**config.mk**
```make
export PLATFORM = sky130hd
export DESIGN_NAME = keypad_scanner
export DESIGN_NICKNAME = d
export VERILOG_FILES = /design/src/rtl/keypad_scanner.sv
export SDC_FILE = /design/constraint.sdc
export NUM_CORES = 1
export LEC_CHECK = 0
export CORE_UTILIZATION = 50
export CTS_CLUSTER_DIAMETER = 50
export DETAILED_ROUTE_END_ITERATION = 7
export PLACE_DENSITY_LB_ADDON = 0.15
export SYNTH_ARGS = -nofsm -noshare
export SYNTH_HDL_FRONTEND = slang
export SYNTH_SLANG_ARGS = --single-unit
export TNS_END_PERCENT = 30
```
**constraint.sdc**
```tcl
create_clock -name clk -period 3.06 [get_ports clk]
set_input_delay 0.612 -clock clk [delete_from_list [all_inputs] [get_ports clk]]
set_output_delay 0.612 -clock clk [all_outputs]
set_load 0.02 [all_outputs]
```
**src/rtl/keypad_scanner.sv**
```systemverilog
// keypad_scanner: 3x3 matrix keypad scanner with 2-FF column synchroniser,
// per-frame debounce, multi-key rejection and release confirmation.
// Emits one key_valid strobe per accepted press with key_code = 3*row+col.
// Optional macro KEYPAD_IDLE_CODE_EN: key_code reads 4'd15 on every cycle
// except the strobe cycle; otherwise it holds the last accepted index.
module keypad_scanner #(
  parameter int SETTLE_CYCLES   = 4,
  parameter int DEBOUNCE_FRAMES = 3,
  parameter int RELEASE_FRAMES  = 3
) (
  input  logic       clk,
  input  logic       rst,
  input  logic [2:0] col_n,
  output logic [2:0] row_n,
  output logic [3:0] key_code,
  output logic       key_valid,
  output logic       key_busy
);

  localparam int SW = $clog2(SETTLE_CYCLES + 1);
  localparam int DW = $clog2(DEBOUNCE_FRAMES + 1);
  localparam int RW = $clog2(RELEASE_FRAMES + 1);

  // Columns need two cycles through the synchroniser plus one to be sampled.
  if (SETTLE_CYCLES < 3) begin : g_settle_chk
    $error("keypad_scanner: SETTLE_CYCLES must be >= 3");
  end
  if (DEBOUNCE_FRAMES < 1 || RELEASE_FRAMES < 1) begin : g_frames_chk
    $error("keypad_scanner: DEBOUNCE_FRAMES and RELEASE_FRAMES must be >= 1");
  end

  typedef enum logic [1:0] {IDLE, DEBOUNCE, PRESSED, RELEASE} state_t;

  logic [2:0]    r_sync1, r_col_sync;
  logic [1:0]    r_row;
  logic [SW-1:0] r_settle;
  logic [2:0]    r_row_n;
  logic [5:0]    r_map;
  state_t        r_state;
  logic [3:0]    r_cand;
  logic [DW-1:0] r_cnt;
  logic [RW-1:0] r_rcnt;
  logic          r_valid, r_busy;
  logic [3:0]    r_code;

  logic          w_sample, w_frame_end, w_single;
  logic [8:0]    w_map, w_cand_oh;
  logic [3:0]    w_idx;

  assign w_sample    = (r_settle == SW'(SETTLE_CYCLES - 1));
  assign w_frame_end = w_sample && (r_row == 2'd2);
  // Rows 0/1 come from the stored samples; row 2 is being sampled this cycle.
  assign w_map       = {~r_col_sync, r_map};
  assign w_single    = (w_map != 9'd0) && ((w_map & (w_map - 9'd1)) == 9'd0);
  assign w_cand_oh   = 9'd1 << r_cand;

  // Index of the set map bit; only meaningful when w_single is true.
  always_comb begin
    w_idx = 4'd15;
    for (int i = 0; i < 9; i++)
      if (w_map[i]) w_idx = 4'(i);
  end

  // Two-flop synchroniser for the asynchronous column inputs.
  always_ff @(posedge clk) begin
    if (!rst) begin
      r_sync1    <= 3'b111;
      r_col_sync <= 3'b111;
    end else begin
      r_sync1    <= col_n;
      r_col_sync <= r_sync1;
    end
  end

  // Row scan: each row held SETTLE_CYCLES, columns captured on the last slot cycle.
  always_ff @(posedge clk) begin
    if (!rst) begin
      r_row    <= 2'd0;
      r_settle <= '0;
      r_row_n  <= 3'b110;
      r_map    <= '0;
    end else if (w_sample) begin
      r_settle <= '0;
      case (r_row)
        2'd0:    begin r_map[2:0] <= ~r_col_sync; r_row <= 2'd1; r_row_n <= 3'b101; end
        2'd1:    begin r_map[5:3] <= ~r_col_sync; r_row <= 2'd2; r_row_n <= 3'b011; end
        default: begin                            r_row <= 2'd0; r_row_n <= 3'b110; end
      endcase
    end else begin
      r_settle <= r_settle + SW'(1);
    end
  end

  // Press/release FSM, advanced once per frame; outputs are registered here.
  always_ff @(posedge clk) begin
    if (!rst) begin
      r_state <= IDLE;
      r_cand  <= 4'd0;
      r_cnt   <= '0;
      r_rcnt  <= '0;
      r_valid <= 1'b0;
      r_busy  <= 1'b0;
      r_code  <= 4'd15;
    end else begin
      r_valid <= 1'b0;
`ifdef KEYPAD_IDLE_CODE_EN
      if (r_valid) r_code <= 4'd15;
`endif
      if (w_frame_end) begin
        case (r_state)
          IDLE: if (w_single) begin
            r_cand <= w_idx;
            r_cnt  <= DW'(1);
            if (DEBOUNCE_FRAMES <= 1) begin
              r_state <= PRESSED;
              r_valid <= 1'b1;
              r_code  <= w_idx;
              r_busy  <= 1'b1;
            end else begin
              r_state <= DEBOUNCE;
            end
          end
          DEBOUNCE: if (w_map == w_cand_oh) begin
            if (r_cnt >= DW'(DEBOUNCE_FRAMES - 1)) begin
              r_cnt   <= DW'(DEBOUNCE_FRAMES);
              r_state <= PRESSED;
              r_valid <= 1'b1;
              r_code  <= r_cand;
              r_busy  <= 1'b1;
            end else begin
              r_cnt <= r_cnt + DW'(1);
            end
          end else begin
            r_state <= IDLE;
            r_cnt   <= '0;
          end
          PRESSED: if (w_map == 9'd0) begin
            if (RELEASE_FRAMES <= 1) begin
              r_state <= IDLE;
              r_busy  <= 1'b0;
              r_rcnt  <= '0;
            end else begin
              r_state <= RELEASE;
              r_rcnt  <= RW'(1);
            end
          end
          default: if (w_map == 9'd0) begin
            if (r_rcnt >= RW'(RELEASE_FRAMES - 1)) begin
              r_state <= IDLE;
              r_busy  <= 1'b0;
              r_rcnt  <= '0;
            end else begin
              r_rcnt <= r_rcnt + RW'(1);
            end
          end else begin
            r_state <= PRESSED;
            r_rcnt  <= '0;
          end
        endcase
      end
    end
  end

  assign row_n     = r_row_n;
  assign key_code  = r_code;
  assign key_valid = r_valid;
  assign key_busy  = r_busy;

endmodule
```
==> Yosys cells after proc, flatten, opt, wreduce, memory -nomap -nowiden <==
Cells that the tools add are included.
{ "totals": {"ff_bits": 36, "input_bits": 5, "out_inout_bits": 9, "wordCells": 91} }
{ "classes": {"addsub": 4, "magnitude_cmp": 2, "n_eq_ne": 12, "shift": 1, "mux": 31, "n_bitwise": 5, "n_reduce_logical": 22} }
{ "ops": {"columns": ["cell", "count"], "rows": [
  ["4-bit 2-to-1 mux", 9],
  ["2-bit 2-to-1 mux", 11],
  ["9-bit logical NOT", 2],
  ["2-bit one-hot mux with 2 select lines", 3],
  ["9-bit bitwise AND", 1],
  ["9-bit == test", 1],
  ["3-bit AND reduction", 3],
  ["9-bit nonzero test", 1],
  ["1-bit by 4-bit left shift with 9-bit output (first input constant)", 1],
  ["9-bit by 1-bit subtractor with 9-bit output (second input constant)", 1],
  ["2-bit != test (second input constant)", 4],
  ["4-bit AND reduction", 2],
  ["2-bit one-hot mux with 3 select lines", 1],
  ["3-bit one-hot mux with 2 select lines", 1],
  ["6-bit AND reduction", 1],
  ["2-bit nonzero test", 3],
  ["2-bit OR reduction", 3],
  ["1-bit 2-to-1 mux", 5],
  ["5-bit by 1-bit != test with 1-bit output (second input constant)", 1],
  ["5-bit AND reduction", 1],
  ["2-bit by 1-bit adder with 2-bit output (second input constant)", 2],
  ["2-bit by 1-bit == test with 1-bit output (second input constant)", 2],
  ["2-bit == test (second input constant)", 2],
  ["2-bit >= comparator (second input constant)", 2],
  ["other kinds (9)", 14]
]} }

==> Logic depth before layout (Yosys ltp) <==
Gate-level depths: netlist of run 1.
{ "depth": {"word_depth": 9, "mapped_depth": 8, "ltp_nobuf": 8} }

==> Least setup slack after synthesis of run 1 <==
OpenSTA, ideal clock, no wires.
{ "synth_path": {"path_kind": "register -> register", "from": "register r_cand[2]", "to": "register r_code[0] (netlist: key_code[0])", "setup_time_ns": 0.128, "t_arrival_ns": 1.991, "t_required_ns": 2.932, "slack_ns": 0.941, "path_stages_with_launch": 8, "n_path_buf": 1, "synth_period_minus_slack_ns": 2.119, "cell_sequence": "dfxtp_1 clkbuf_1 nor4b_1 xnor2_1 o221ai_2 nor4_4 mux2i_1 nand2_1"} }
{ "synth_between": {"elab_chain_len": 3} }
{ "synth_rtl": {"columns": ["element", "line_no", "rtl"], "rows": [
  ["start, declared", "40", "logic [3:0] r_cand;"],
  ["start signal, assigned", "112", "r_cand <= w_idx;"],
  ["1-bit by 4-bit left shift with 9-bit output", "55", "assign w_cand_oh = 9'd1 << r_cand;"],
  ["9-bit == test", "123", "DEBOUNCE: if (w_map == w_cand_oh) begin"],
  ["4-bit AND reduction (no source line)", null, null],
  ["end signal, assigned", "117", "r_code <= w_idx;"],
  ["end signal, assigned", "128", "r_code <= r_cand;"],
  ["end, declared", "44", "logic [3:0] r_code;"]
]} }
No other way between the ends.
A chain may end at the register's enable or synchronous reset.

==> Worst setup path in the final report of run 1 <==
Same ends and word-level chain as after synthesis.

==> results of run 1 <==
## kinds of logic (layout without fill, tap and decap cells)
group,after synthesis,after routing
buf+inv,22,32
compound gates,56,56
simple gates,96,96
mux,8,8
xor+xnor,2,2
flops,36,36
fa+ha+maj,7,7
## stage by stage
stage / setup WS, ns / instances / utilization / area, um2 / total power, W
global route: 0.373 / 285 / 0.591 / 2210 / 0.000997
detailed placement: 0.635 / 277 / 0.568 / 2130 / 0.000631
CTS: 0.612 / 285 / 0.591 / 2210 / 0.000962
floorplan: 0.941 / 227 / - / 1990 / 0.000605
global placement: 0.739 / 277 / 0.568 / 2130 / 0.000630
finish: 0.612 / 285 / 0.591 / 2210 / 0.000956
## power groups by stage
stage | clock, W | sequential [W] | combinational [W]
4_1_cts | 0.000341 | 0.000499 | 0.000122
6_report | 0.000333 | 0.000500 | 0.000123
3_3_place_gp | 0 | 0.000509 | 0.000120
5_1_grt | 0.000360 | 0.000502 | 0.000135
2_1_floorplan | 0 | 0.000502 | 0.000103
3_5_place_dp | 0 | 0.000510 | 0.000121
## worst paths after layout
kind         startpoint       endpoint  slack [ns]
max           r_cand[2]    key_code[0]        0.61
min          r_sync1[1]  r_col_sync[1]        0.41
min reg2reg  r_sync1[1]  r_col_sync[1]        0.41
max reg2reg   r_cand[2]    key_code[0]        0.61
## synthesized netlist by cell type (2+ instances only)
master / instances / area [um2]
nor3b_1: 2 / 15.0
inv_1: 8 / 30.0
nor4b_1: 4 / 35.0
a211o_1: 3 / 26.3
mux2i_1: 8 / 80.1
xnor2_1: 2 / 17.5
nor2b_1: 2 / 12.5
nor2_1: 30 / 113
and2_1: 2 / 12.5
o211ai_1: 2 / 15.0
ha_1: 6 / 75.1
a211oi_1: 8 / 60.1
buf_2: 6 / 30.0
o31ai_1: 2 / 15.0
nor3_1: 7 / 35.0
nor4_4: 2 / 42.5
nor4_1: 3 / 18.8
a21oi_1: 13 / 65.1
nand2b_1: 8 / 50.1
nand3b_1: 3 / 22.5
nand4_1: 2 / 12.5
and4b_1: 2 / 20.0
nand3_1: 2 / 10.0
clkbuf_1: 5 / 18.8
nand2_1: 17 / 63.8
dfxtp_1: 36 / 721
o21ai_0: 10 / 50.1
## area by class of cell
class,count,share of cell area
repair buffers,15,0.0656
multi-input cells,169,0.528
inverters,9,0.0153
clock buffers,7,0.0345
flip-flops and latches,36,0.326
well taps,48,0.0271
clock inverters,1,0.00396
## state kept, by name, summed over array words and instances (netlist names)
| register | flops |
|---|---|
| r_map | 6 |
| r_cand | 4 |
| key_code | 4 |
| r_sync1 | 3 |
| r_col_sync | 3 |
| r_rcnt | 2 |
| key_valid | 1 |
| row_n | 3 |
| r_cnt | 2 |
| r_settle | 3 |
| key_busy | 1 |
| r_row | 2 |
| r_state | 2 |
## worst max-delay path, delay by kind of cell (launching register included)
family	cells	cell delay, ns
AOI/OAI and AO/OA	2	0.77
DFF	1	0.59
muxes	1	0.26
and+or+nand+nor	3	0.72
## routing by layer
| layer | vias up | GRT usage | routed length (um) | part of all wire |
|---|---|---|---|---|
| met4 | 0 | 0.106 | 97 | 0.023 |
| met5 | - | 0 | 0 | 0 |
| met2 | 29 | 0.340 | 1850 | 0.44 |
| met3 | 8 | 0.0528 | 151 | 0.036 |
| met1 | 789 | 0.284 | 2140 | 0.50 |
| li1 | 853 | - | - | - |
==> flow_metrics.env, run 1 <==
export IMPL_status="complete, no violations"
export IMPL_synth_avg_cell_area_um2=8.75
export IMPL_seqPwrFrac=0.523
export IMPL_synth_nets=238
export IMPL_final_antenna_net_count=0
export IMPL_clock_skew_ns=0.0114
export IMPL_switching_share=0.269
export IMPL_post_drt_via_cell_ratio=5.89
export IMPL_start_kind="register"
export IMPL_mostFrequentLayoutCells="36 x dfxtp_1, 30 x nor2_1, 17 x nand2_1"
export IMPL_crit_path_cell_trace="nor4b_1, a2111oi_1, o311ai_1, nor4_4, mux2i_1, nand2_1"
export IMPL_p_leak_nw=0.778
export IMPL_routed_wl_mm=4.24
export IMPL_syn_inst=227
export IMPL_tns_ns=0
export IMPL_synthXorXnorAreaFrac=0.00882
export IMPL_clock_power_share=0.349
export IMPL_ys_seq_elements=36
export IMPL_worstPathMaxFanout=15
export IMPL_rsz0062_at_grt="no"
export IMPL_num_vias=1679
export IMPL_clock_latency_ns=0.30
export IMPL_postCtsSetupRepairBufs=0
export IMPL_crit_required_ns=3.25
export IMPL_min_path_cells=1
export IMPL_cts_max_level=2
export IMPL_rows=22
export IMPL_core_mm2=0.00374
export IMPL_yosysSeqAreaShare=0.363
export IMPL_drv_slew=0
export IMPL_die_h_um=65.0
export IMPL_holdWs_ns=0.408
export IMPL_port_buffer_count=13
export IMPL_seqCellArea_um2=721
export IMPL_dr_pass1_iters=4
export IMPL_finalHoldViolCount=0
export IMPL_hold_class="reg2reg"
export IMPL_async_flop_share=0
export IMPL_clockBufferDepth=2
export IMPL_worstMarginPinSlew_ns=0.794
export IMPL_routedWlPerCell_um=14.9
export IMPL_arrival_ns=2.63
export IMPL_critPathKind="reg2reg"
export IMPL_overflow=0
export IMPL_cts_resized=0
export IMPL_yosys_area_share_simple=0.281
export IMPL_cts_inserted_buffers=5
export IMPL_yosysUniqueCellTypes=59
export IMPL_antenna_found_initial=0
export IMPL_start_util=0.531
export IMPL_io_pins=14
export IMPL_netlist_area_mm2=0.00199
export IMPL_max_stage_delay_ns=0.59
export IMPL_timing_fmax_ghz=0.409
export IMPL_synth_area_mux_share=0.0403
export IMPL_synth_top_family_by_area="simple AND/OR/NAND/NOR gates"
export IMPL_yosys_warnings=0
export IMPL_ir_worst_vdd_mv=0.336
export IMPL_period_share=0.800
export IMPL_p_per_area_mw_per_mm2=432
export IMPL_die_area_mm2=0.00423
export IMPL_grt_pass1_wl_mm=7.02
export IMPL_cts_tree="yes"
export IMPL_die_x_um=65.0
export IMPL_area_growth_pct=11.3
export IMPL_cp_slowest_cell="dfxtp_1"
export IMPL_drtIter0Drc=84
export IMPL_gp_congestion=0.833
export IMPL_hold_buffers=0
export IMPL_grt_start_max_net_pins=20
export IMPL_layout_nets=247
export IMPL_min_period_ns=2.45
export IMPL_dpl_hpwl_mm=2.93
export IMPL_synth_flop_cell="dfxtp_1"
export IMPL_grtUsageTotal=0.220
export IMPL_clkSlewWorstSetupHoldPaths_ns=0.08
export IMPL_end_kind="register"
export IMPL_final_common_cell="dfxtp_1"
export IMPL_n_fill_cell=364
export IMPL_synth_compound_area_frac=0.213
export IMPL_setup_viol=0
export IMPL_layout_drive_gt1_share=0.0844
export IMPL_p_sw_w=0.000257
export IMPL_synth_edf_count=0
export IMPL_grt_pass1_vias=1558
export IMPL_root_buffer="clkbuf_8"
export IMPL_p_comb_frac=0.129
export IMPL_synthAdderAreaFrac=0.0435
export IMPL_drv_cap=0
export IMPL_relSlewSlack=0.466
export IMPL_intPower_w=0.000699
export IMPL_clock_sinks=36
export IMPL_reg2regPathDepth=6
export IMPL_antennaDiodeCount=0
export IMPL_multi_input_area_mm2=0.00117
export IMPL_route_detailed_drc=0
Power figures use the tool's default switching activity.
==> run 2: changes to the inputs <==
==> constraint.sdc (replaced) <==
create_clock -name clk -period 2.3 [get_ports clk]
set_input_delay 0.46 -clock clk [delete_from_list [all_inputs] [get_ports clk]]
set_output_delay 0.46 -clock clk [all_outputs]
set_load 0.02 [all_outputs]
==> run 2 against run 1 <==
First-iteration DRC count rose by 50%; total power rose by 38%; cell count rose by 4.2%; non-clock buffer count rose by 12; via count rose by 3.1%; critical path depth rose by 1; sequential power rose by 33%; flip-flop and latch count did not move.
==> flow_metrics.env, run 2 (synthesis results as in run 1) <==
export IMPL_post_drt_via_cell_ratio=5.83
export IMPL_clockBufferDepth=2
export IMPL_dpl_hpwl_mm=3.15
export IMPL_max_stage_delay_ns=0.49
export IMPL_crit_path_cell_trace="nor2b_1, a32oi_1, a211o_1, nor4_4, buf_4, mux2i_1, nand2_1"
export IMPL_seqCellArea_um2=726
export IMPL_grt_pass1_vias=1565
export IMPL_hold_class="reg2reg"
export IMPL_io_pins=14
export IMPL_area_growth_pct=17.5
export IMPL_drtIter0Drc=126
export IMPL_crit_start="r_cand[1]"
export IMPL_relSlewSlack=0.678
export IMPL_final_antenna_net_count=0
export IMPL_dr_pass1_iters=4
export IMPL_routed_wl_mm=4.45
export IMPL_cts_resized=0
export IMPL_grt_start_max_net_pins=19
export IMPL_arrival_ns=2.31
export IMPL_cts_max_level=2
export IMPL_regMostFlops="r_map"
export IMPL_hold_buffers=0
export IMPL_cp_slowest_cell="dfxtp_1"
export IMPL_grt_pass1_wl_mm=7.25
export IMPL_overflow=0
export IMPL_die_x_um=65.0
export IMPL_p_leak_nw=0.843
export IMPL_setup_viol=0
export IMPL_dp_cells=289
export IMPL_clock_sinks=36
export IMPL_rsz0062_at_grt="no"
export IMPL_dp_slack_ns=0.140
export IMPL_clkSlewWorstSetupHoldPaths_ns=0.07
export IMPL_clock_skew_ns=0.00838
export IMPL_n_fill_cell=346
export IMPL_start_kind="register"
export IMPL_port_buffer_count=13
export IMPL_postCtsSetupRepairBufs=0
export IMPL_end_kind="register"
export IMPL_worstMarginPinSlew_ns=0.479
export IMPL_gp_congestion=0.905
export IMPL_cts_tree="yes"
export IMPL_drv_slew=0
export IMPL_ir_worst_vdd_mv=0.482
export IMPL_p_per_area_mw_per_mm2=564
export IMPL_clock_latency_ns=0.29
export IMPL_die_area_mm2=0.00423
export IMPL_worstHoldStart="r_sync1[0]"
export IMPL_largest_register_ffs=6
export IMPL_r2r_start="r_cand[1]"
export IMPL_antennaDiodeCount=0
export IMPL_tns_ns=0
export IMPL_finalWorstSetupSlack_ns=0.168
export IMPL_critPathKind="reg2reg"
export IMPL_crit_required_ns=2.48
export IMPL_grtUsageTotal=0.226
export IMPL_final_common_cell="dfxtp_1"
export IMPL_layout_drive_gt1_share=0.161
export IMPL_cts_inserted_buffers=5
export IMPL_route_detailed_drc=0
export IMPL_final_cells=297
export IMPL_rows=22
export IMPL_final_core_util=0.624
export IMPL_drv_cap=0
export IMPL_num_vias=1731
export IMPL_start_util=0.531
export IMPL_multi_input_area_mm2=0.00119
export IMPL_die_h_um=65.0
export IMPL_min_period_ns=2.13
export IMPL_period_share=0.927
export IMPL_antenna_found_initial=0
export IMPL_finalHoldViolCount=0
export IMPL_place_area_mm2=0.00222
export IMPL_layout_nets=259
export IMPL_mostFrequentLayoutCells="32 x dfxtp_1, 30 x nor2_1, 17 x nand2_1"
export IMPL_routedWlPerCell_um=15.0
export IMPL_worstPathMaxFanout=9
export IMPL_core_mm2=0.00374
export IMPL_root_buffer="clkbuf_8"
export IMPL_timing_fmax_ghz=0.469
export IMPL_status="complete, no violations"
export IMPL_fin_area_mm2=0.00233
## run 2: cell count changes in the layout (fill, tap and decap cells not counted), sizes merged
cell and change:
clkinv -1, clkinvlp +1, buf +12
## run 2: layout make-up
| class | instances | area share |
|---|---|---|
| multi-input cells | 169 | 0.508 |
| flip-flops and latches | 36 | 0.311 |
| repair buffers | 27 | 0.101 |
| clock buffers | 7 | 0.0370 |
| well taps | 48 | 0.0257 |
| inverters | 9 | 0.0145 |
| clock inverters | 1 | 0.00322 |
## run 2: metrics by stage
stage,power [W],hold slack [ns]
3_3_place_gp,0.000853,0.389
3_5_place_dp,0.000854,0.392
6_report,0.00132,0.408
2_1_floorplan,0.000804,0.386
4_1_cts,0.00132,0.409
5_1_grt,0.00138,0.418
## run 2: report_power, final
group,switching (W),internal [W],leakage (nW)
logic,0.0000996,0.0000813,0.504
registers,0.0000202,0.000643,0.295
clock network,0.000229,0.000243,0.0445
total,0.000349,0.000967,0.843
## run 2: final timing paths
kind / endpoint / slack [ns] / cells after the start
max reg2reg: key_code[2] / 0.17 / 7
min reg2reg: r_col_sync[0] / 0.41 / 1
min: r_col_sync[0] / 0.41 / 1
max: key_code[2] / 0.17 / 7
## run 2: critical path, delay by kind of cell, from the launching register on
kind            cells  cell delay (ns)
buf+inv             1             0.20
flops               1             0.49
simple gates        3             0.64
mux                 1             0.19
compound gates      2             0.50
## run 2: per-layer routing
| layer | routed length, um | global-route usage | vias to the layer above |
|---|---|---|---|
| met1 | 2110 | 0.302 | 800 |
| met2 | 2030 | 0.350 | 52 |
| met3 | 259 | 0.0493 | 5 |
| met5 | 0 | 0 | - |
| li1 | - | - | 874 |
| met4 | 49 | 0.0924 | 0 |
==> run 3: changes to the inputs <==
--- a/config.mk
+++ b/config.mk
@@ -8,6 +8,7 @@
 export CORE_UTILIZATION = 50
 export CTS_CLUSTER_DIAMETER = 50
 export DETAILED_ROUTE_END_ITERATION = 7
+export GPL_TIMING_DRIVEN = 0
 export PLACE_DENSITY_LB_ADDON = 0.15
 export SYNTH_ARGS = -nofsm -noshare
 export SYNTH_HDL_FRONTEND = slang
==> constraint.sdc (replaced) <==
create_clock -name clk -period 1.85 [get_ports clk]
set_input_delay 0.37 -clock clk [delete_from_list [all_inputs] [get_ports clk]]
set_output_delay 0.37 -clock clk [all_outputs]
set_load 0.02 [all_outputs]
==> run 3 against run 2 <==
The run now ends with setup timing left; sequential power up 23%; via count grew 4.9%; setup slack worse by 0.43 ns; routed wire length is 8.8% higher; critical path depth grew 1; largest power group unchanged.
==> flow_metrics.env, run 3 (synthesis results as in run 1) <==
export IMPL_clock_skew_ns=0.00519
export IMPL_gp_congestion=0.890
export IMPL_dr_pass1_iters=4
export IMPL_crit_path_cell_trace="or4_4, nor3_4, buf_4, nand2_4, a2111oi_4, buf_4, o21ai_0, a21oi_1"
export IMPL_violations="setup timing"
export IMPL_die_x_um=65.0
export IMPL_hold_buffers=0
export IMPL_mostFrequentLayoutCells="30 x nor2_1, 25 x dfxtp_1, 22 x buf_4"
export IMPL_tns_ns=-2.70
export IMPL_timing_fmax_ghz=0.474
export IMPL_root_buffer="clkbuf_8"
export IMPL_critPathKind="reg2reg"
export IMPL_finalHoldViolCount=0
export IMPL_overflow=0
export IMPL_clockBufferDepth=2
export IMPL_core_mm2=0.00374
export IMPL_clock_latency_ns=0.29
export IMPL_grtUsageTotal=0.241
export IMPL_p_leak_nw=0.970
export IMPL_die_area_mm2=0.00423
export IMPL_hold_class="reg2reg"
export IMPL_layout_drive_gt1_share=0.313
export IMPL_dp_slack_ns=-0.411
export IMPL_drtIter0Drc=115
export IMPL_start_kind="register"
export IMPL_crit_start="r_map[1]"
export IMPL_max_stage_delay_ns=0.55
export IMPL_relSlewSlack=0.648
export IMPL_routedWlPerCell_um=15.5
export IMPL_grt_pass1_vias=1641
export IMPL_min_period_ns=2.11
export IMPL_clkSlewWorstSetupHoldPaths_ns=0.07
export IMPL_grt_pass1_wl_mm=7.72
export IMPL_num_vias=1815
export IMPL_cp_slowest_cell="or4_4"
export IMPL_endpoint="r_rcnt[0]"
export IMPL_die_h_um=65.0
export IMPL_dpl_hpwl_mm=3.15
export IMPL_arrival_ns=2.33
export IMPL_worst_path_stages=8
export IMPL_status="finished, violations left"
export IMPL_reg2regPathDepth=8
export IMPL_r2r_start="r_map[1]"
export IMPL_rsz0062_at_grt="yes"
export IMPL_n_fill_cell=282
export IMPL_cts_inserted_buffers=5
export IMPL_cts_max_level=2
export IMPL_reg2reg_to="r_rcnt[0]"
export IMPL_worstMarginPinSlew_ns=0.522
export IMPL_route_detailed_drc=0
export IMPL_cp_top_family="simple AND/OR/NAND/NOR gates"
export IMPL_post_drt_via_cell_ratio=5.80
export IMPL_antennaDiodeCount=0
export IMPL_p_per_area_mw_per_mm2=632
export IMPL_antenna_found_initial=0
export IMPL_io_pins=14
export IMPL_largest_register_ffs=6
export IMPL_final_common_cell="nor2_1"
export IMPL_cts_tree="yes"
export IMPL_holdWs_ns=0.410
export IMPL_crit_buf_inv=2
export IMPL_layout_nets=275
export IMPL_finalWorstSetupSlack_ns=-0.259
export IMPL_clock_sinks=36
export IMPL_ir_worst_vdd_mv=0.549
export IMPL_period_share=1.14
export IMPL_start_util=0.531
export IMPL_crit_top_cell="buf_4"
export IMPL_setup_viol=15
export IMPL_final_antenna_net_count=0
export IMPL_area_growth_pct=36.5
export IMPL_port_buffer_count=12
export IMPL_reg2reg_setup_slack_ns=-0.26
export IMPL_drv_slew=0
export IMPL_crit_required_ns=2.07
export IMPL_regMostFlops="r_map"
export IMPL_min_path_cells=1
export IMPL_worstPathMaxFanout=3
export IMPL_end_kind="register"
export IMPL_rows=22
export IMPL_drv_cap=0
export IMPL_grt_start_max_net_pins=13
export IMPL_routed_wl_mm=4.84
==> run 3: changes by cell type in the layout (fill, tap and decap cells not counted), moves of 2 or more <==
cell | previous run | this run
nor3b_4 | 0 | 2
nor4b_1 | 4 | 0
buf_4 | 14 | 22
nor4b_2 | 0 | 3
nor3_2 | 0 | 3
nor3b_1 | 2 | 0
clkbuf_1 | 1 | 3
dfxtp_4 | 0 | 7
buf_6 | 0 | 3
dfxtp_1 | 32 | 25
nor3_1 | 7 | 4
ha_1 | 6 | 4
ha_4 | 0 | 2
==> run 3: layout make-up <==
class | count | area [um2] | area share
multi-input combinational | 169 | 1390 | 0.514
sequential | 36 | 752 | 0.277
timing repair buffer | 36 | 314 | 0.116
clock buffer | 6 | 82.6 | 0.0305
buffer | 7 | 60.1 | 0.0222
tap | 48 | 60.1 | 0.0222
inverter | 9 | 36.3 | 0.0134
clock inverter | 2 | 13.8 | 0.00508
==> run 3: layer usage <==
metal | up-vias | global-route usage | wire length [um]
met5 | - | 0 | 0
met4 | 0 | 0.0924 | 50
met3 | 5 | 0.0475 | 251
met2 | 52 | 0.398 | 2380
met1 | 849 | 0.307 | 2170
li1 | 909 | - | -
==> run 3: how the worst min path moves through the flow <==
stage / startpoint / endpoint / slack [ns]
2_1_floorplan: r_settle[0] / r_settle[0] / 0.38
3_3_place_gp: r_sync1[0] / r_col_sync[0] / 0.39
3_5_place_dp: r_settle[0] / r_settle[0] / 0.40
4_1_cts: r_settle[0] / r_settle[0] / 0.41
5_1_grt: rst / r_sync1[2] / 0.43
6_report: r_sync1[0] / r_col_sync[0] / 0.41
==> run 3: repair_timing <==
item	CTS	global route
buffers inserted	14	9
resized for setup	27	15
setup endpoints to repair	17	16
pin swaps	13	13
cloned	1	0
==> run 3: stage by stage <==
step	std cells	utilization	power, W	area (um2)
final	313	0.724	0.00171	2710
after global routing	313	0.724	0.00179	2710
after CTS	304	0.684	0.00168	2560
after detailed placement	287	0.610	0.00106	2280
after global placement	287	0.610	0.00106	2280
after floorplan	227	-	0.00101	2100
==> run 3: power by group <==
group / internal [W] / total, W / switching, W
logic: 0.000147 / 0.000301 / 0.000154
clock network: 0.000304 / 0.000596 / 0.000292
registers: 0.000791 / 0.000818 / 0.0000269
==> patch 1 (settings of run 3) <==
Build with the macro `KEYPAD_IDLE_CODE_EN` defined.
--- a/src/rtl/keypad_scanner.sv
+++ b/src/rtl/keypad_scanner.sv
@@ -4,4 +4,6 @@
 // Optional macro KEYPAD_IDLE_CODE_EN: key_code reads 4'd15 on every cycle
 // except the strobe cycle; otherwise it holds the last accepted index.
+`define KEYPAD_IDLE_CODE_EN
+
 module keypad_scanner #(
   parameter int SETTLE_CYCLES   = 4,
Behaviour: no difference found for any inputs over 10 cycles, from zero or initial values and one cycle with rst low; that may be too few to reach the edited logic, so the function may still have changed.
==> patch 1 against run 3 <==
  * The flow still finishes with violations (negative setup slack)
  * Final area down 11%
  * Setup slack improved by 0.095 ns
  * Sequential power shrank 0.5%
  * Sequential cell count did not move
  * Cell count fell by 2.9%
  * Largest cell class unchanged
  * Routed wire length fell by 6.2%
  * Power decreased by 6.7%
  * Area after synthesis shrank 4.7%
==> patch 1: results (changes against run 3) <==
- The run finished, with violations left.
* Violations in the final reports: negative setup slack
- Ratio of cells with drive above 1 in the final layout: 0.248 (-0.0651)
* Commonest cells post-synth: sky130_fd_sc_hd__dfxtp_1, sky130_fd_sc_hd__nor2_1, sky130_fd_sc_hd__inv_1, sky130_fd_sc_hd__o21ai_0
- Part of the Yosys area used for sequential elements: 0.380 (+0.0177)
- Number of warnings reported in the yosys synthesis log: 0 (unchanged)
- Maximum fanout encountered on the critical timing path: 5 (+2)
- All-layer global routing usage: 0.244 (+0.00279)
- GRT Residual Overflow: 0 (unchanged)
* Total Wirelength: 4540 um (-6.2%)
- Placer Congestion: 0.875 (-1.6%)
* Static power due to leakage: 0.911 nW (-6.1%)
* Maximum resistive drop on vdd: 0.646 mV (+18%)
- Number of global-route vias before repair: 1688 (+2.9%)
- Number of different library cells in the post-synthesis netlist: 52 (-12%)
- Delay-heaviest family, CP: compound AO/OA/AOI/OAI gates
- The final critical-path setup slack came to -0.164 ns (+0.0951 ns).
* Inserted Clock Buffers: 5 (unchanged)
- Fin Setup TNS: -1.54 ns (+1.16 ns)
- The number of setup violations in the final report came to 13 (-2).
* Clock skew after layout: 0.00337 ns (-0.00183 ns)
- By area the synthesized netlist is led by sky130_fd_sc_hd__dfxtp_1, sky130_fd_sc_hd__nor2_1, sky130_fd_sc_hd__a211oi_1.
* Switching power total: 0.441 mW (-6.6%)
* Number of buffers added on ports: 13 (+1)
- First-pass GRT wire length: 7720 um (unchanged)
- Largest net degree at the start of global routing: 14 (+1)
- The arrival time of data at the critical path endpoint came to 2.20 ns (-0.13 ns).
* Area of the core: 3470 um^2 (-7.4%)
* Iteration-0 DRC Markers: 95 (-17%)
- Worst-Skew Late Latency: 0.29 ns (about the same)
* Worst stage delay on the critical path: 0.57 ns (+0.02 ns)
- The final net count is 268 (-2.5%).
* Worst-Margin Slew: 0.544 ns (+0.0224 ns)
- The level count of the clock H-tree is 2 (unchanged).
- Synthesized Nets: 234 (-1.7%)
* Total via count after detailed routing: 1766 (-2.7%)
* Half-perimeter wire length after detailed placement: 2800 um (-11%)
patch 1: changes by cell type in the layout (fill, tap and decap cells not counted), moves of 4 or more:
cell / change
sky130_fd_sc_hd__buf_4: -6
sky130_fd_sc_hd__nor2b_1: +4
sky130_fd_sc_hd__nand2_1: -8
sky130_fd_sc_hd__dfxtp_1: +5
sky130_fd_sc_hd__inv_1: +5
sky130_fd_sc_hd__mux2i_1: -4
patch 1: power groups by stage:
| stage | Combinational [mW] | Clock [mW] | Sequential (mW) |
|---|---|---|---|
| finish | 0.223 | 0.564 | 0.814 |
| global route | 0.246 | 0.611 | 0.817 |
| CTS | 0.194 | 0.570 | 0.813 |
| detailed placement | 0.195 | 0 | 0.829 |
| global placement | 0.194 | 0 | 0.828 |
| floorplan | 0.145 | 0 | 0.830 |
patch 1: path summary, 6_finish.rpt:
| check | slack [ns] | end | start | cells after the start |
|---|---|---|---|---|
| worst max-delay path | -0.16 | r_cnt[1] | r_map[3] | 7 |
| worst min-delay path | 0.41 | r_col_sync[0] | r_sync1[0] | 1 |
| worst max register to register | -0.16 | r_cnt[1] | r_map[3] | 7 |
| worst min register to register | 0.41 | r_col_sync[0] | r_sync1[0] | 1 |
patch 1: timing repair:
item,CTS,global route
setup buffers,14,4
resized for setup,26,16
gates cloned,0,0
pin swaps,10,7
setup endpoints to repair,15,17
patch 1: cells by family after synthesis:
family / synth area share
and+or+nand+nor: 0.271
AOI/OAI and AO/OA: 0.230
DFF: 0.380
buffers and inverters: 0.0581
adders and majority gates: 0.0396
muxes: 0.0159
xor gates and xnor gates: 0.00462
patch 1: layout make-up:
class	instances	area, um^2
multi-input combinational	161	1150
fill	297	1060
sequential	36	738
timing repair buffer	31	273
clock buffer	5	68.8
tap	46	57.6
buffer	9	48.8
inverter	13	48.8
clock inverter	3	21.3
patch 1: routing by layer:
layer  wire (um)  vias to the layer above  track usage
li1            -                      876            -
met1        2140                      825        0.325
met2        2060                       52        0.380
met3         249                       13       0.0562
met4          95                        0       0.0881
met5           0                        -            0
patch 1: worst reg2reg max path, delay by kind of cell (launching register included):
kind	cells	cell delay [ns]
compound gates	4	0.69
buf+inv	1	0.14
flops	1	0.36
mux	1	0.15
simple gates	1	0.57
patch 1: through the flow:
stage               utilization  hold slack, ns  std cells  worst slack (ns)  instance area, um^2
floorplan                     -           0.386        223            -0.121                 1900
global placement          0.601           0.387        282            -0.256                 2090
detailed placement        0.601           0.395        282            -0.257                 2090
CTS                       0.670           0.414        300            -0.161                 2320
global route              0.695           0.434        304            -0.257                 2410
finish                    0.695           0.411        304            -0.164                 2410
==> patch 2 (settings of run 3) <==
Made on the original files. Encoding of `state_t`: now one-hot (4 bits for 4 states).
--- a/src/rtl/keypad_scanner.sv
+++ b/src/rtl/keypad_scanner.sv
@@ -30,5 +30,5 @@
   end
 
-  typedef enum logic [1:0] {IDLE, DEBOUNCE, PRESSED, RELEASE} state_t;
+  typedef enum logic [3:0] {IDLE = 4'b0001, DEBOUNCE = 4'b0010, PRESSED = 4'b0100, RELEASE = 4'b1000} state_t;
 
   logic [2:0]    r_sync1, r_col_sync;
Check against the original RTL: no difference found for any inputs over 10 cycles, from zero or initial values and one cycle with rst low; not proved beyond that.
==> patch 2 against run 3 <==
  * Area after synthesis rose by 5.0%
  * The flow still finishes with violations (negative setup slack)
  * Power grew 2.2%
  * Routed wire length rose by 2.9%
  * Sequential cell count grew 2
  * Via count is 8.8% higher
  * Setup slack worse by 0.12 ns
  * Final area down 1.2%
  * Clock power up 3%
  * Utilization decreased by 5.5 points
==> patch 2: results (changes against run 3) <==
* Ratio of cells with drive above 1 in the final layout: 0.278 (-0.0356)
- The number of global-route vias before repair is 1835 (+12%).
* Inserted Diodes: 0 (unchanged)
* Switching part of the total power: 0.276 (about the same)
- The arrival time of data at the critical path endpoint came to 2.40 ns (+0.07 ns).
* Worst setup path startpoint: r_cand[3]
- The number of setup violations in the final report was 18 (+3).
- Initial antenna violation count: 0 (unchanged)
- Maximum fanout encountered on the critical timing path: 8 (+5)
- The relative slew slack was 0.550 (-0.0976).
- The mean cell area of the mapped netlist came to 8.38 um^2 (-4.2%).
* All-layer global routing usage: 0.261 (+0.0205)
- The final net count is 287 (+4.4%).
- Number of filler instances in the final layout: 356 (+26%)
- Worst setup margin: -0.380 ns (-0.122 ns)
* Non-filler cells in the finished layout: 331 (+5.8%)
- The final routed wirelength across all metal layers is 4990 um (+2.9%).
- Result of the run: complete, but fails checks
- Path depth of the worst reg2reg path: 7 (-1)
* Number of different library cells in the post-synthesis netlist: 63 (+6.8%)
- The highest clock rate is 0.448 GHz (-5.4%).
* Placer Congestion: 0.910 (+2.3%)
- The routed via count divided by cell count came to 5.96 (+2.8%).
- The sequential area share after synthesis was 0.365 (+0.00179).
- Number of buffers added on ports: 13 (+1)
- The length of the first detailed-routing pass in iterations came to 4 (unchanged).
* Static power due to leakage: 0.978 nW (+0.85%)
* Iteration-0 DRC Markers: 132 (+15%)
* Worst-Skew Late Latency: about 0.30 ns
* First-pass GRT wire length: 8670 um (+12%)
- The worst clock skew is 0.00848 ns (+0.00329 ns).
- Sorting the synthesized cells by area gives the leading types as sky130_fd_sc_hd__dfxtp_1, sky130_fd_sc_hd__nor2_1, sky130_fd_sc_hd__o21ai_0.
- Clock Tree Root: sky130_fd_sc_hd__clkbuf_8
* DP Cell Count: 312 (+8.7%)
* Hold/Removal Path Class: reg -> reg
- The placed instance area came to 2340 um^2 (+2.4%).
- Top register by number of flip-flops: r_map
- The most critical setup path has its endpoint at r_state[0].
- The checks that failed: negative setup slack.
- Maximum resistive drop on vdd: 0.526 mV (-4.2%)
- Ranked by instance count, the synthesized netlist is headed by sky130_fd_sc_hd__dfxtp_1, sky130_fd_sc_hd__nor2_1, sky130_fd_sc_hd__o21ai_0, sky130_fd_sc_hd__inv_1.
- Half-perimeter wire length after detailed placement: 3360 um (+6.7%)
- The post-synthesis net count was 256 (+7.6%).
* Most instantiated flip-flop cell in the synthesis netlist: sky130_fd_sc_hd__dfxtp_1
==> patch 2: repair_timing <==
item,CTS,global route
cloned,1,0
setup buffers,12,2
pin swaps,4,16
endpoints found under the setup margin,22,21
gates resized for setup,26,18
==> patch 2: per-stage QoR <==
step	utilization	setup WS, ns	power, mW	setup TNS, ns
floorplan	-	-0.263	1.05	-1.91
global placement	0.585	-0.459	1.11	-6.47
detailed placement	0.585	-0.455	1.11	-6.53
CTS	0.660	-0.371	1.75	-4.50
global route	0.670	-0.453	1.84	-6.40
finish	0.670	-0.380	1.75	-4.36
==> patch 2: layout make-up <==
| cell class | count | area, um^2 | share of cell area |
|---|---|---|---|
| multi-input combinational | 180 | 1350 | 0.502 |
| tap | 50 | 62.6 | 0.0234 |
| clock buffer | 6 | 82.6 | 0.0308 |
| sequential | 38 | 773 | 0.289 |
| timing repair buffer | 28 | 241 | 0.0901 |
| clock inverter | 2 | 12.5 | 0.00467 |
| buffer | 15 | 116 | 0.0434 |
| inverter | 12 | 45.0 | 0.0168 |
==> patch 2: layer usage <==
layer / vias to the layer above / global-route usage / wire length [um]
met5: - / 0 / 0
met4: 0 / 0.109 / 157
met3: 13 / 0.0668 / 186
met2: 50 / 0.412 / 2270
met1: 927 / 0.335 / 2370
li1: 984 / - / -
==> patch 2: cells by family after synthesis <==
family | synth area share
DFF | 0.365
muxes | 0.0144
xor gates and xnor gates | 0.0126
AOI/OAI and AO/OA | 0.234
and+or+nand+nor | 0.281
adders and majority gates | 0.0264
buffers and inverters | 0.0677
==> patch 2: power by group through the flow <==
| stage | clock (mW) | combinational, mW | sequential (mW) |
|---|---|---|---|
| detailed placement | 0 | 0.241 | 0.869 |
| global route | 0.664 | 0.316 | 0.858 |
| CTS | 0.623 | 0.274 | 0.849 |
| floorplan | 0 | 0.181 | 0.871 |
| global placement | 0 | 0.237 | 0.868 |
| finish | 0.611 | 0.286 | 0.854 |
==> patch 2: worst min path at each step <==
stage	end	depth (start not counted)	slack, ns	from
final	r_col_sync[2]	1	0.41	r_sync1[2]
after detailed placement	r_col_sync[2]	1	0.40	r_sync1[2]
after global routing	r_col_sync[0]	1	0.43	r_sync1[0]
after floorplan	r_col_sync[0]	1	0.39	r_sync1[0]
after CTS	r_col_sync[0]	1	0.42	r_sync1[0]
after global placement	r_col_sync[0]	1	0.39	r_sync1[0]
==> patch 2: critical path, stage by stage (launching register included) <==
cell	delay, ns
sky130_fd_sc_hd__dfxtp_2	0.32
sky130_fd_sc_hd__buf_6	0.12
sky130_fd_sc_hd__nand4b_1	0.18
sky130_fd_sc_hd__xor2_1	0.15
sky130_fd_sc_hd__a311o_1	0.31
sky130_fd_sc_hd__or4_4	0.62
sky130_fd_sc_hd__a221oi_2	0.28
sky130_fd_sc_hd__a31oi_1	0.11
